`src/rtl/gf_pow_mult_seq.sv`:
```
// Multi-lane sequential GF(2^8) multiplier by x^k or x^-k (poly 11B).
// Ports: clk, reset_n (sync, active-low), in_valid/in_ready/in_inv/in_k/in_a
//        request side; out_valid/out_ready/out_y result side; busy.
module gf_pow_mult_seq #(
    parameter int LANES = 4,
    parameter int MAXP  = 15,
    localparam int PW   = $clog2(MAXP + 1)
) (
    input  logic               clk,
    input  logic               reset_n,
    input  logic               in_valid,
    output logic               in_ready,
    input  logic               in_inv,
    input  logic [PW-1:0]      in_k,
    input  logic [8*LANES-1:0] in_a,
    output logic               out_valid,
    input  logic               out_ready,
    output logic [8*LANES-1:0] out_y,
    output logic               busy
);

    typedef enum logic [1:0] {
        S_IDLE,
        S_RUN,
        S_DONE
    } state_t;

    state_t             r_state;
    state_t             w_next;
    logic [8*LANES-1:0] r_y;
    logic [PW-1:0]      r_count;
    logic               r_mode;
    logic [8*LANES-1:0] w_step;

    // One multiply-by-x (or by x^-1) per lane per cycle.
    // x^-1 = 8D: shift right, and fold the dropped bit back in as 8D.
    for (genvar g = 0; g < LANES; g++) begin : g_lane
        logic [7:0] w_b;
        logic [7:0] w_fwd;
        logic [7:0] w_inv;
        assign w_b   = r_y[8*g +: 8];
        assign w_fwd = {w_b[6:0], 1'b0} ^ (w_b[7] ? 8'h1B : 8'h00);
        assign w_inv = {1'b0, w_b[7:1]} ^ (w_b[0] ? 8'h8D : 8'h00);
        assign w_step[8*g +: 8] = r_mode ? w_inv : w_fwd;
    end

    always_ff @(posedge clk) begin
        if (!reset_n) begin
            r_state <= S_IDLE;
        end else begin
            r_state <= w_next;
        end
    end

    always_comb begin
        w_next = r_state;
        unique case (r_state)
            S_IDLE: begin
                if (in_valid) begin
                    w_next = (in_k == '0) ? S_DONE : S_RUN;
                end
            end
            S_RUN: begin
                if (r_count == PW'(1)) begin
                    w_next = S_DONE;
                end
            end
            S_DONE: begin
                if (out_ready) begin
                    w_next = S_IDLE;
                end
            end
            default: w_next = S_IDLE;
        endcase
    end

    always_ff @(posedge clk) begin
        if (!reset_n) begin
            r_y     <= '0;
            r_count <= '0;
            r_mode  <= 1'b0;
        end else begin
            unique case (r_state)
                S_IDLE: begin
                    if (in_valid) begin
                        r_y     <= in_a;
                        r_count <= in_k;
                        r_mode  <= in_inv;
                    end
                end
                S_RUN: begin
                    r_y     <= w_step;
                    r_count <= r_count - PW'(1);
                end
                default: begin
                end
            endcase
        end
    end

    // Ready is masked by reset so nothing is taken while reset is held.
    assign in_ready  = reset_n && (r_state == S_IDLE);
    assign out_valid = (r_state == S_DONE);
    assign busy      = (r_state != S_IDLE);
    assign out_y     = r_y;

endmodule

```
`config.mk`:
```
export PLATFORM = sky130hd
export DESIGN_NAME = gf_pow_mult_seq
export DESIGN_NICKNAME = d
export VERILOG_FILES = /design/src/rtl/gf_pow_mult_seq.sv
export SDC_FILE = /design/constraint.sdc
export NUM_CORES = 1
export LEC_CHECK = 0
export ABC_AREA = 1
export CAP_MARGIN = 0
export CORE_UTILIZATION = 60
export DETAILED_ROUTE_END_ITERATION = 6
export DONT_BUFFER_PORTS = 1
export PLACE_DENSITY = 0.77
export SLEW_MARGIN = 10
export SYNTH_ARGS = -nofsm -noshare
export SYNTH_HDL_FRONTEND = slang
export SYNTH_SLANG_ARGS = --single-unit
```
`constraint.sdc`:
```
create_clock -name clk -period 3.2 [get_ports clk]
set_input_delay 0.64 -clock clk [delete_from_list [all_inputs] [get_ports clk]]
set_output_delay 0.64 -clock clk [all_outputs]
set_load 0.02 [all_outputs]
```
==> results of run 1 <==
worst max-delay path: stages (launching register included):
cell	delay (ns)
dfxtp_1	0.41
nor2_1	0.20
inv_1	0.17
nor2_1	0.34
synthesized netlist by cell type, drive strengths merged:
cell    number
or2          2
inv         47
a21oi       56
nand2       86
clkbuf       3
o21ai       37
ha           2
buf         21
o211ai      21
dfxtp       39
o22ai        1
nor3         2
xor2         3
xnor2        2
nor2        17
nand3       42
kinds of logic (layout without fill, tap and decap cells):
family,after synthesis,in the layout,synth area share [%]
compound gates,115,115,25.7
xor+xnor,5,5,1.78
fa+ha+maj,2,2,1.02
buf+inv,71,57,13.8
flops,39,39,31.7
simple gates,149,149,26.0
metrics by stage:
stage / power [W] / setup WS [ns]
floorplan: 0.00138 / 1.54
global route: 0.00192 / 1.03
global placement: 0.00145 / 1.29
finish: 0.00178 / 1.15
CTS: 0.00179 / 1.13
detailed placement: 0.00146 / 1.27
how the worst max path moves through the flow:
stage                                  startpoint                endpoint  slack (ns)
after floorplan           r_state[0]$_SDFFE_PN0P_                in_ready        1.54
after global placement    r_state[0]$_SDFFE_PN0P_  out_y[21]$_SDFFE_PN0P_        1.29
after detailed placement  r_state[0]$_SDFFE_PN0P_  out_y[14]$_SDFFE_PN0P_        1.27
after CTS                 r_state[0]$_SDFFE_PN0P_                in_ready        1.13
after global routing      r_state[0]$_SDFFE_PN0P_                in_ready        1.03
final                     r_state[0]$_SDFFE_PN0P_                in_ready        1.15
routing by layer:
layer	vias to the layer above	track usage (%)	wire, um
met5	-	0	0
met3	7	7.76	517
met2	110	45.7	2650
li1	1239	-	-
met1	1099	34.1	2610
met4	0	11.2	50
flip-flops by register name, summed over array words and instances (netlist names):
register  flops
r_count       4
out_y        32
r_mode        1
r_state       2
layout make-up:
type	instances	area, um2
flip-flops and latches	39	781
multi-input cells	271	1340
clock buffers	5	68.8
inverters	47	176
repair buffers	2	15.0
clock inverters	3	15.0
well taps	48	60.1
fillers	365	1340
power breakdown:
part	switching, W	internal [W]
logic	0.000409	0.000222
registers	0.000238	0.000587
clock network	0.000179	0.000149
total	0.000826	0.000958
==> results.tsv, run 1 <==
metric	value	unit
status	finished, final reports clean	
Slew Limit Fails	0	
Initial Util	64.8	%
total CTS buffers	5	
number of global-route vias before repair	2208	
startpoint types	register	
vias per cell	5.92	
Worst Skew	0.00707	ns
final net count	409	
worst slew pin tran	0.661	ns
R2R setup slack	1.27	ns
reg2reg end	out_y[21]$_SDFFE_PN0P_	
WS Path Type	reg2out	
R2R Path Start	r_state[0]$_SDFFE_PN0P_	
RSZ-0062 raised after global routing	false	
Pleak	1.10	nW
DIE AREA	0.00436	mm2
Remaining DRCs	0	
first-pass GRT wire length	9580	um
num ports	76	
post-cts gate resize count	0	
Final GP Congestion	0.860	
Setup violations, final	0	
Bufs on Longest Clock Path	2	
Hold-fix buffers, CTS	0	
post-synthesis sequential area ratio	31.7	%
Clk Latency, worst-skew pair	0.29	ns
min-delay src	reset_n	
drt wl/cell	14.0	um
top-area cell type share of the netlist area	31.7	%
syn_area_per_cell	6.46	um2
synthesized netlist cell count	381	
Hold Path Sink	r_state[0]$_SDFFE_PN0P_	
Inst Count DP	407	
Clock transition at path regs	0.07	ns
Port Buffers	0	
Worst VDD drop	0.000445	V
dpl cell area	0.00237	mm2
largest net degree at the start of global routing	42	
commonest cells after routing, fill and taps aside	nand2_1 (85), a21oi_1 (56), inv_1 (43)	
max cap viols	0	
Worst Path Required	2.56	ns
Synth Register Bits	39	
gr ovfl total	0	
Root Buffer	clkbuf_8	
Yosys warning count	0	
final wirelength	5820	um
all-layer global routing usage	27.8	%
ANT nets after route	0	
Worst Path Arrival	1.41	ns
minimum clock period	2.05	ns
fin cells	415	
height of the chip	66.0	um
vias post-DR	2455	
n_diodes	0	
ratio of cells with drive above 1 in the final layout	5.45	%
power per cell area	726	mW/mm2
CP Capture Type	output pin	
CTS tree	done	
DIE WIDTH	66.0	um
Synthesized Nets	424	
cell area after synthesis	0.00246	mm2
worst min path class	in2reg	
hold_ws	0.459	ns
Final period util	64.1	%
Synth cell types	25	
largest area contributor in the netlist	dfxtp_1	
final hold violations	0	
crit path max fanout	8	
worst reg2reg path depth	6	
design area	0.00246	mm2
setup TNS	0	ns
slew margin rel.	55.8	%
Util after Layout	64.7	%
TritonCTS Sinks	39	
core area	0.00380	mm2
num rows	22	
commonest non-fill, non-tap cell in the layout	nand2_1	
CTS HTree Levels	2	
initial antenna violation count	0	
Post-CTS Setup Bufs	0	
WHS Path Cells	2	
dominant cells by area after synthesis	dfxtp_1 (32%), nand2_1 (13%), a21oi_1 (11%)	
Starting DRT DRC Count	303	
fmax	487	MHz
DPL Wire Length	3730	um
Area Growth Syn to Fin	-0.152	%
Initial DRT Pass Iterations	5	
No activity file was read; power rests on OpenSTA's default activity.
==> run 2, diff against run 1 <==
Clock period 3.2 ns to 2.1 ns, I/O delays scaled along.
==> results.tsv, run 2 (synthesis results as in run 1) <==
metric	value	unit	change
Hold-fix buffers, CTS	0		unchanged
final net count	411		was 409
Area Growth Syn to Fin	0.610	%	was -0.152%
Initial Util	64.8	%	unchanged
status	finished, final reports clean		unchanged
final hold violations	0		unchanged
DIE AREA	0.00436	mm2	unchanged
ratio of cells with drive above 1 in the final layout	5.71	%	was 5.45%
first-pass GRT wire length	9620	um	was 9580 um
slew margin rel.	57.3	%	was 55.8%
Clk Latency, worst-skew pair	0.29	ns	about the same
minimum clock period	1.82	ns	
Clk pwr share	19.1	%	was 18.4%
core area	0.00380	mm2	unchanged
DPL Wire Length	3850	um	was 3730 um
Port Buffers	0		unchanged
Logic pwr share	35.4	%	was 35.3%
worst min path class	in2reg		unchanged
Reg power frac	45.6	%	was 46.2%
initial antenna violation count	0		unchanged
Pleak	1.10	nW	about the same
ANT nets after route	0		unchanged
Initial DRT Pass Iterations	4		was 5
gr ovfl total	0		unchanged
power per cell area	1110	mW/mm2	was 726 mW/mm2
num rows	22		unchanged
max cap viols	0		unchanged
height of the chip	66.0	um	unchanged
Root Buffer	clkbuf_8		unchanged
Final GP Congestion	0.826		was 0.860
final wirelength	5980	um	was 5820 um
post-cts gate resize count	0		unchanged
vias per cell	5.78		was 5.92
Worst Path Arrival	1.40	ns	was 1.41 ns
worst slew pin tran	0.640	ns	was 0.661 ns
Slew Limit Fails	0		unchanged
num ports	76		unchanged
switching share of power	45.6	%	was 46.3%
CTS tree	done		unchanged
Power, Total	0.00276	W	was 0.00178 W
number of global-route vias before repair	2101		was 2208
TritonCTS Sinks	39		unchanged
fmax	548	MHz	
drt wl/cell	14.4	um	was 14.0 um
Bufs on Longest Clock Path	2		unchanged
vias post-DR	2405		was 2455
DIE WIDTH	66.0	um	unchanged
Internal	0.00150	W	was 0.000958 W
largest net degree at the start of global routing	42		unchanged
commonest cells after routing, fill and taps aside	nand2_1 (85), a21oi_1 (56), inv_1 (43)		unchanged
Largest register FFs	32		unchanged
Worst Path Required	1.68	ns	was 2.56 ns
n_diodes	0		unchanged
Starting DRT DRC Count	185		was 303
commonest non-fill, non-tap cell in the layout	nand2_1		unchanged
total CTS buffers	5		unchanged
all-layer global routing usage	28.5	%	was 27.8%
CTS HTree Levels	2		unchanged
Worst VDD drop	0.000680	V	was 0.000445 V
Psw	0.00126	W	was 0.000826 W
Worst Skew	0.00328	ns	was 0.00707 ns
Final period util	86.9	%	
RSZ-0062 raised after global routing	false		unchanged
WS Path Type	reg2out		unchanged
Clock transition at path regs	0.07	ns	about the same
crit path max fanout	8		unchanged
Remaining DRCs	0		unchanged
startpoint types	register		unchanged
Setup violations, final	0		unchanged
Post-CTS Setup Bufs	0		unchanged
setup TNS	0	ns	unchanged
CP Capture Type	output pin		unchanged
run 2: worst paths after layout:
kind                            cells past startpoint  slack (ns)                     from                 endpoint
worst max register to register                      5        0.53  r_state[0]$_SDFFE_PN0P_   out_y[29]$_SDFFE_PN0P_
worst min register to register                      2        0.51  r_count[3]$_SDFFE_PN0P_  r_count[3]$_SDFFE_PN0P_
worst max-delay path                                3        0.28  r_state[0]$_SDFFE_PN0P_                 in_ready
worst min-delay path                                2        0.24                  reset_n  r_state[0]$_SDFFE_PN0P_
run 2: cell type report:
type / instances / area [um2]
fillers: 348 / 1320
flip-flops and latches: 39 / 781
well taps: 48 / 60.1
clock buffers: 6 / 82.6
inverters: 47 / 176
multi-input cells: 271 / 1340
repair buffers: 4 / 30.0
clock inverters: 1 / 5.00
run 2: routing by layer:
layer | vias up | wire length (um) | track usage (%)
met3 | 4 | 511 | 9.14
met4 | 0 | 23 | 9.31
met2 | 89 | 2850 | 47.3
met5 | - | 0 | 0
met1 | 1077 | 2600 | 34.5
li1 | 1235 | - | -
run 2: metrics by stage:
| stage | utilization [%] | setup slack, ns | instance area (um2) | hold slack, ns | instances |
|---|---|---|---|---|---|
| after floorplan | - | 0.656 | 2460 | 0.457 | 381 |
| after global placement | 62.9 | 0.589 | 2390 | 0.471 | 409 |
| after detailed placement | 62.9 | 0.554 | 2390 | 0.496 | 409 |
| after CTS | 65.2 | 0.271 | 2480 | 0.226 | 416 |
| after global routing | 65.2 | 0.179 | 2480 | 0.235 | 416 |
| final | 65.2 | 0.276 | 2480 | 0.237 | 416 |
run 2: worst max-delay path, stage by stage (launching register included):
cell and delay [ns]:
dfxtp_1 0.41, nor2_1 0.20, inv_1 0.17, nor2_1 0.34
run 2: power by group through the flow:
stage	combinational (W)	sequential, W	clock [W]
after floorplan	0.000899	0.00120	0
after global placement	0.000947	0.00127	0
after detailed placement	0.000970	0.00127	0
after CTS	0.000977	0.00126	0.000537
after global routing	0.00112	0.00129	0.000569
final	0.000976	0.00126	0.000526
==> run 3, diff against run 2 <==
Settings changed: CAP_MARGIN 0 to not set, SETUP_SLACK_MARGIN set to 0.02.
==> results of run 3 <==
The final DEF is identical to that of run 2; final timing and power are the same.
